$ cat config.mk
export PLATFORM = sky130hd
export DESIGN_NAME = control_unit_seq
export DESIGN_NICKNAME = d
export VERILOG_FILES = /design/src/rtl/control_unit_seq.sv
export SDC_FILE = /design/constraint.sdc
export NUM_CORES = 1
export LEC_CHECK = 0
export BUFFER_PORTS_ARGS = -buffer_cell sky130_fd_sc_hd__buf_4
export CAP_MARGIN = 10
export CORE_AREA = 5 5 58 60
export DETAILED_ROUTE_END_ITERATION = 6
export DIE_AREA = 0 0 63 65
export HOLD_SLACK_MARGIN = 0.12
export PLACE_DENSITY_LB_ADDON = 0.08
export SKIP_LAST_GASP = 1
export SLEW_MARGIN = 40
export SYNTH_ARGS = -nofsm -noshare
export SYNTH_HDL_FRONTEND = slang
export SYNTH_SLANG_ARGS = --single-unit
$ cat constraint.sdc
create_clock -name clk -period 5.35 [get_ports clk]
set_clock_uncertainty 0.05 [all_clocks]
set_input_delay 0.2675 -clock clk [delete_from_list [all_inputs] [get_ports clk]]
set_output_delay 0.2675 -clock clk [all_outputs]
set_load 0.02 [all_outputs]
$ cat src/rtl/control_unit_seq.sv
// Self-sequencing CPU control unit: owns the FSM state, decodes instr, drives datapath strobes.
// Latency: ALU/LOAD 4 cycles, STORE/JUMP/JUMPZ 3 cycles, plus one cycle per mem_ready=0 in FETCH/MEMORY.
// Backpressure: mem_ready=0 holds FETCH/MEMORY; PAUSE waits for step, HALT_STATE waits for resume.
module control_unit_seq #(
    parameter int INSTR_W = 8,
    parameter int OFF_W   = INSTR_W - 4,
    parameter int COUNT_W = 16
) (
    input  logic               clk,
    input  logic               reset,
    input  logic [INSTR_W-1:0] instr,
    input  logic               zf,
    input  logic               mem_ready,
    input  logic               step_mode,
    input  logic               step,
    input  logic               resume,
    output logic [2:0]         state,
    output logic               pc_we,
    output logic               pc_sel,
    output logic [OFF_W-1:0]   pc_offset,
    output logic               addr_sel,
    output logic [OFF_W-1:0]   addr_offset,
    output logic               mem_sel,
    output logic               mem_we,
    output logic [2:0]         alu_opcode,
    output logic               alu_sel_a,
    output logic               alu_sel_b,
    output logic               alu_we,
    output logic               zf_we,
    output logic               ir_we,
    output logic               a_sel,
    output logic               a_we,
    output logic               b_sel,
    output logic               b_we,
    output logic               halt,
    output logic [COUNT_W-1:0] instr_count
);

    typedef enum logic [2:0] {
        FETCH      = 3'b000,
        DECODE     = 3'b001,
        EXECUTE    = 3'b010,
        MEMORY     = 3'b011,
        WRITEBACK  = 3'b100,
        HALT_STATE = 3'b101,
        PAUSE      = 3'b110,
        ILLEGAL    = 3'b111
    } state_t;

    localparam logic [2:0] OP_ADD   = 3'b000;
    localparam logic [2:0] OP_AND   = 3'b001;
    localparam logic [2:0] OP_NOT   = 3'b010;
    localparam logic [2:0] OP_LOAD  = 3'b011;
    localparam logic [2:0] OP_STORE = 3'b100;
    localparam logic [2:0] OP_JUMP  = 3'b101;
    localparam logic [2:0] OP_JUMPZ = 3'b110;
    localparam logic [2:0] OP_HALT  = 3'b111;

    state_t             state_q;
    state_t             state_d;
    state_t             after_retire;
    logic               retire;
    logic [2:0]         opcode;
    logic               r_sel;
    logic [OFF_W-1:0]   offset;
    logic               is_alu;
    logic               is_jump;

    assign state   = state_q;
    assign opcode  = instr[INSTR_W-1:INSTR_W-3];
    assign r_sel   = instr[INSTR_W-4];
    assign offset  = instr[OFF_W-1:0];
    assign is_alu  = (opcode == OP_ADD) || (opcode == OP_AND) || (opcode == OP_NOT);
    assign is_jump = (opcode == OP_JUMP) || (opcode == OP_JUMPZ);
    // A retiring instruction lands in PAUSE when single-stepping, else straight back to FETCH
    assign after_retire = step_mode ? PAUSE : FETCH;

    // Next-state selection and retire detection (retire also covers the edge into HALT_STATE)
    always_comb begin
        state_d = state_q;
        retire  = 1'b0;
        case (state_q)
            FETCH: begin
                if (mem_ready) state_d = DECODE;
            end
            DECODE: begin
                case (opcode)
                    OP_LOAD, OP_STORE: state_d = MEMORY;
                    OP_HALT: begin
                        state_d = HALT_STATE;
                        retire  = 1'b1;
                    end
                    default: state_d = EXECUTE;
                endcase
            end
            EXECUTE: begin
                if (is_jump) begin
                    state_d = after_retire;
                    retire  = 1'b1;
                end else begin
                    state_d = WRITEBACK;
                end
            end
            MEMORY: begin
                if (mem_ready) begin
                    if (opcode == OP_LOAD) begin
                        state_d = WRITEBACK;
                    end else begin
                        state_d = after_retire;
                        retire  = 1'b1;
                    end
                end
            end
            WRITEBACK: begin
                state_d = after_retire;
                retire  = 1'b1;
            end
            HALT_STATE: begin
                if (resume) state_d = after_retire;
            end
            PAUSE: begin
                if (step || !step_mode) state_d = FETCH;
            end
            default: state_d = FETCH;
        endcase
    end

    // State register and retired-instruction counter; reset aborts any in-flight instruction
    always_ff @(posedge clk) begin
        if (!reset) begin
            state_q     <= FETCH;
            instr_count <= '0;
        end else begin
            state_q <= state_d;
            if (retire) instr_count <= instr_count + COUNT_W'(1);
        end
    end

    // Datapath strobes decoded from current state; everything held low while reset is asserted
    always_comb begin
        pc_we       = 1'b0;
        pc_sel      = 1'b0;
        pc_offset   = '0;
        addr_sel    = 1'b0;
        addr_offset = '0;
        mem_sel     = 1'b0;
        mem_we      = 1'b0;
        alu_opcode  = 3'b000;
        alu_sel_a   = 1'b0;
        alu_sel_b   = 1'b0;
        alu_we      = 1'b0;
        zf_we       = 1'b0;
        ir_we       = 1'b0;
        a_sel       = 1'b0;
        a_we        = 1'b0;
        b_sel       = 1'b0;
        b_we        = 1'b0;
        halt        = 1'b0;
        if (reset) begin
            case (state_q)
                FETCH: begin
                    ir_we = mem_ready;
                    pc_we = mem_ready;
                end
                EXECUTE: begin
                    if (is_alu) begin
                        alu_opcode = opcode;
                        alu_we     = 1'b1;
                        zf_we      = 1'b1;
                    end else if (is_jump) begin
                        pc_sel    = 1'b1;
                        pc_offset = offset;
                        pc_we     = (opcode == OP_JUMP) ? 1'b1 : zf;
                    end
                end
                MEMORY: begin
                    addr_sel    = 1'b1;
                    addr_offset = offset;
                    mem_sel     = 1'b1;
                    mem_we      = (opcode == OP_STORE);
                end
                WRITEBACK: begin
                    if (r_sel) begin
                        b_we  = 1'b1;
                        b_sel = (opcode == OP_LOAD);
                    end else begin
                        a_we  = 1'b1;
                        a_sel = (opcode == OP_LOAD);
                    end
                end
                HALT_STATE: halt = 1'b1;
                default: ;
            endcase
        end
    end

endmodule
Word level (Yosys, flattened, before mapping) --
Cells that the tools add are included.
Word-level totals: ROM bits 0, word-level logic and storage cells 83, memories kept 0, bits in registers 19, memory bits (writable) 0, latch bits 0, output and inout bits 45, bits of input ports 15
Operators by class: shift-type cells 0, reductions and logical operators 9, div/mod/pow operators 0, multipliers 0, $lt $le $gt $ge 0, bitwise logic cells 0, equal/unequal tests 17, mux-type cells 54, add/subtract/negate cells 1
Operators with widths (number):
- 1-bit two-way mux | 34
- 3-bit two-way mux | 10
- 4-bit two-way mux | 6
- 3-bit == test (second input constant) | 7
- 3-bit one-hot mux with 7 select lines | 1
- 16-bit by 1-bit adder with 16-bit output (second input constant) | 1
- 3-bit by 2-bit == test with 1-bit output (second input constant) | 4
- 2-bit inequality test (second input constant) | 4
- 3-bit by 1-bit == test with 1-bit output (second input constant) | 2
- 3-bit logical NOT | 2
- 3-bit one-hot mux with 2 select lines | 1
- 1-bit logical OR | 4
- 1-bit one-hot mux with 4 select lines | 1
- 4-bit AND reduction | 1
- 1-bit one-hot mux with 2 select lines | 1
- 2-bit OR reduction | 1
- 1-bit logical NOT | 1

Logic depth before layout (Yosys ltp) --
depth in word-level cells 6, gate-level depth with buffers 8, gate-level depth less buffers 5

Least setup slack after synthesis --
No wires, ideal clock.
path type register to output, start point register state_q[2] (netlist: state[2]), end point output port alu_opcode[0], cell stages (with the launch flop) 6, arrival time 1.808 ns, slack 3.225 ns, cells stage by stage dfxtp_1 clkbuf_1 nor2_1 nand3_1 nor3_1 and2_1
Between the ends: cells in the longest elaborated chain, start to end 3
Ends and longest elaborated chain:
- start, declared | RTL line 59 | state_t state_q;
- start signal, assigned | RTL line 134 | state_q <= state_d;
- 3-bit by 2-bit == test with 1-bit output | RTL line 160 | case (state_q)
- 3-bit two-way mux | RTL line 160
- 3-bit two-way mux | RTL line 159 | if (reset) begin
- end, declared | RTL line 25 | output logic [2:0] alu_opcode,
No other way between the ends.

Worst setup path in the final report --
start point register state_q[1] (netlist: state[1]), end point output port pc_we
Between the ends: cells in the longest elaborated chain, start to end 3
Ends and longest elaborated chain:
- 3-bit by 2-bit == test with 1-bit output / 3-bit logical NOT (equally long branches) | RTL line 160
- 1-bit one-hot mux with 2 select lines (*) | RTL line 160
- 1-bit two-way mux (*) | RTL line 159
- end, declared | RTL line 18 | output logic pc_we,
Every way passes the cells marked *; elsewhere a longest branch is shown, timed or not.

==> impl_metrics.json <==
{
  "worst-r2r-setup-slack_ps": 3110,
  "die_h_um": 65,
  "synth_cell_type_count": 41,
  "power_switching_w": 0.00009758,
  "ioPinCount": 60,
  "pwr-share-seq_pct": 51.4,
  "final_antenna_net_count": 0,
  "cpLargestDelayFamily": "flip-flops",
  "syn_inst": 174,
  "critPathKind": "register to output port",
  "async_flop_share_pct": 0,
  "p_int_w": 0.0002035,
  "ir_drop_mv": 0.1827,
  "antenna_cells": 0,
  "cts_tree": "done",
  "hold_violations": 0,
  "fin_nets": 237,
  "path_cells": "nand3_1 > nor2_1 > o211ai_1 > nand2b_1 > buf_4",
  "critPathMaxFanout": 20,
  "setup_viol": 0,
  "port_buffers": 56,
  "p_sw_share_pct": 32.41,
  "r2r-end": "instr_count[15]",
  "worstSetupStartpoint": "state[1]",
  "clkTransAtPathRegs_ps": 110,
  "core-area_um2": 2878,
  "viasPerCell": 5.589,
  "status": "completed",
  "drc": 0,
  "timing.final.crit_period_ps": 2272,
  "die_area_um2": 4095,
  "hold_slack_ps": 204.5,
  "p_leak_nw": 0.7339,
  "yosys_warnings": 0,
  "cts_setup_buffers": 0,
  "r2r_cells": 5,
  "gp_congestion": 0.7565,
  "top_layer": "met4",
  "hold_depth": 3,
  "drt_iter0_markers": 38,
  "path_buf_inv": 1,
  "hpwl_um": 2562,
  "drt_first_pass_iters": 4,
  "cap_violations": 0,
  "clock-sinks": 19,
  "clkPwrFrac_pct": 24.1,
  "wl_um": 3411,
  "numCtsBuffers": 3,
  "required_ps": 5030,
  "wl_met2_um": 1626,
  "ctsResizeCount": 0,
  "syn-cell-area_um2": 1305,
  "grt_overflow": 0,
  "post-route-period-util_pct": 42.47,
  "antenna_found_initial": 0,
  "critPathMaxStageDelay_ps": 760,
  "m1WireLength_um": 1493,
  "worst_setup_path_start_kind": "register",
  "slew_viol_final": 0,
  "ys.flop_type": "dfxtp_1",
  "arrival_ps": 1950,
  "rows": 20,
  "placed_area_um2": 1680,
  "hold_start": "reset",
  "worstMarginPinSlew_ps": 659.2,
  "rsz0062_at_grt": "false",
  "die-width_um": 63,
  "hold_end": "state[1]",
  "setup_tns_ps": 0,
  "clock.fmax_mhz": 440.1,
  "drive_gt1_share_pct": 29.09,
  "relSlewSlack_pct": 55.99,
  "clkLatencyLatePin_ps": 300,
  "cts.htree.levels": 1,
  "post_drt_wl_per_cell_um": 13.48,
  "wl_met3_um": 282,
  "synth.avg_cell_area_um2": 7.500,
  "initial_utilization_pct": 45.35,
  "cts_buffer_depth": 2,
  "cp-end-kind": "output port",
  "syn2layout_area_growth_pct": 30.87,
  "root_buffer": "clkbuf_4",
  "ys_ff_latch": 19,
  "final_core_util_pct": 59.35,
  "grtUsageTotal_pct": 16.53,
  "min_path_type": "primary input to register",
  "rr_startpoint": "state[1]",
  "design_area_um2": 1708,
  "combPwrFrac_pct": 24.4,
  "holdBufCountCts": 0,
  "synth_edf_count": 0,
  "yosysSeqAreaShare_pct": 29.15,
  "power.density_nw_per_um2": 176.3,
  "grt_max_degree": 31,
  "grt_pass1_wl_um": 5706,
  "grt_pass1_vias": 1258,
  "vias": 1414,
  "slowest_stage": "dfxtp_1"
}
## worst max-delay path by stage
stage	cells after the start	endpoint	slack (ps)
final	5	pc_we	3080
after global routing	4	alu_opcode[0]	2830
after CTS	5	pc_we	3060
after detailed placement	5	instr_count[15]	3150
after global placement	5	instr_count[15]	3230
after floorplan	5	alu_opcode[0]	3220
## through the flow
| stage | total power [W] | setup WS [ps] | instances |
|---|---|---|---|
| after floorplan | 0.0002084 | 3225 | 176 |
| after global placement | 0.0002267 | 3233 | 249 |
| after detailed placement | 0.0002312 | 3153 | 249 |
| after CTS | 0.0003066 | 3058 | 253 |
| after global routing | 0.0003223 | 2830 | 253 |
| final | 0.0003011 | 3078 | 253 |
## cells in the mapped netlist (all sizes together), types with 4 or more instances
master | count | area (um2)
and2 | 15 | 96.34
nand2 | 7 | 26.28
nand3 | 10 | 50.05
clkbuf | 4 | 15.01
and3 | 8 | 50.05
o21ai | 19 | 95.09
a21oi | 17 | 85.08
buf | 12 | 90.08
inv | 4 | 15.01
dfxtp | 19 | 380.4
or3 | 12 | 75.07
nor2 | 10 | 37.54
## metal layers
metal  vias up  GRT usage [%]
li1        718              -
met3         2          5.893
met1       652          20.80
met2        42          27.18
met4         0          3.183
met5         -              0
## cell type report
class                      count  area, um2
inverter                       4      15.01
clock buffer                   3      22.52
timing repair buffer          56      420.4
sequential                    19      380.4
fill                         279       1170
tap                           33      41.29
clock inverter                 1      5.005
multi-input combinational    137      823.3
## tightest hold or removal path: stages
cell and delay, ps:
buf_4 110, nand3_1 70, o21ai_0 70
## kinds of logic after synthesis
family	synth area share [%]
adder cells (fa/ha/maj)	0.9586
AO/OA/AOI/OAI	23.20
XOR/XNOR	1.343
flip-flops	29.15
other	0.2874
buffers and inverters	9.203
multiplexers	0.7670
AND/OR/NAND/NOR	35.09
## power by group through the flow
| stage | Clock [W] | Combinational, W | Sequential, W |
|---|---|---|---|
| 3_5_place_dp | 0 | 0.0000733 | 0.000158 |
| 5_1_grt | 0.0000849 | 0.0000809 | 0.000157 |
| 3_3_place_gp | 0 | 0.0000699 | 0.000157 |
| 6_report | 0.0000726 | 0.0000736 | 0.000155 |
| 2_1_floorplan | 0 | 0.0000536 | 0.000155 |
| 4_1_cts | 0.0000782 | 0.0000736 | 0.000155 |
## placed cells by master (no fill, tap or decap), types with 3 or more instances in the layout
master    instances
and2_1           14
nand3_1          10
inv_1             3
nand2b_1          3
nand4_1           3
buf_4            56
and3_1            8
nor2b_1           3
dfxtp_1          19
a21oi_1          17
conb_1            3
nand2_1           7
nor2_1           10
o31ai_1           3
o21ai_0          18
or3_1            12
clkbuf_4          3
## state kept, by name (all words and copies together), names as in the netlist
| name | cells |
|---|---|
| state | 3 |
| instr_count | 16 |
Power figures use the tool's default switching activity.
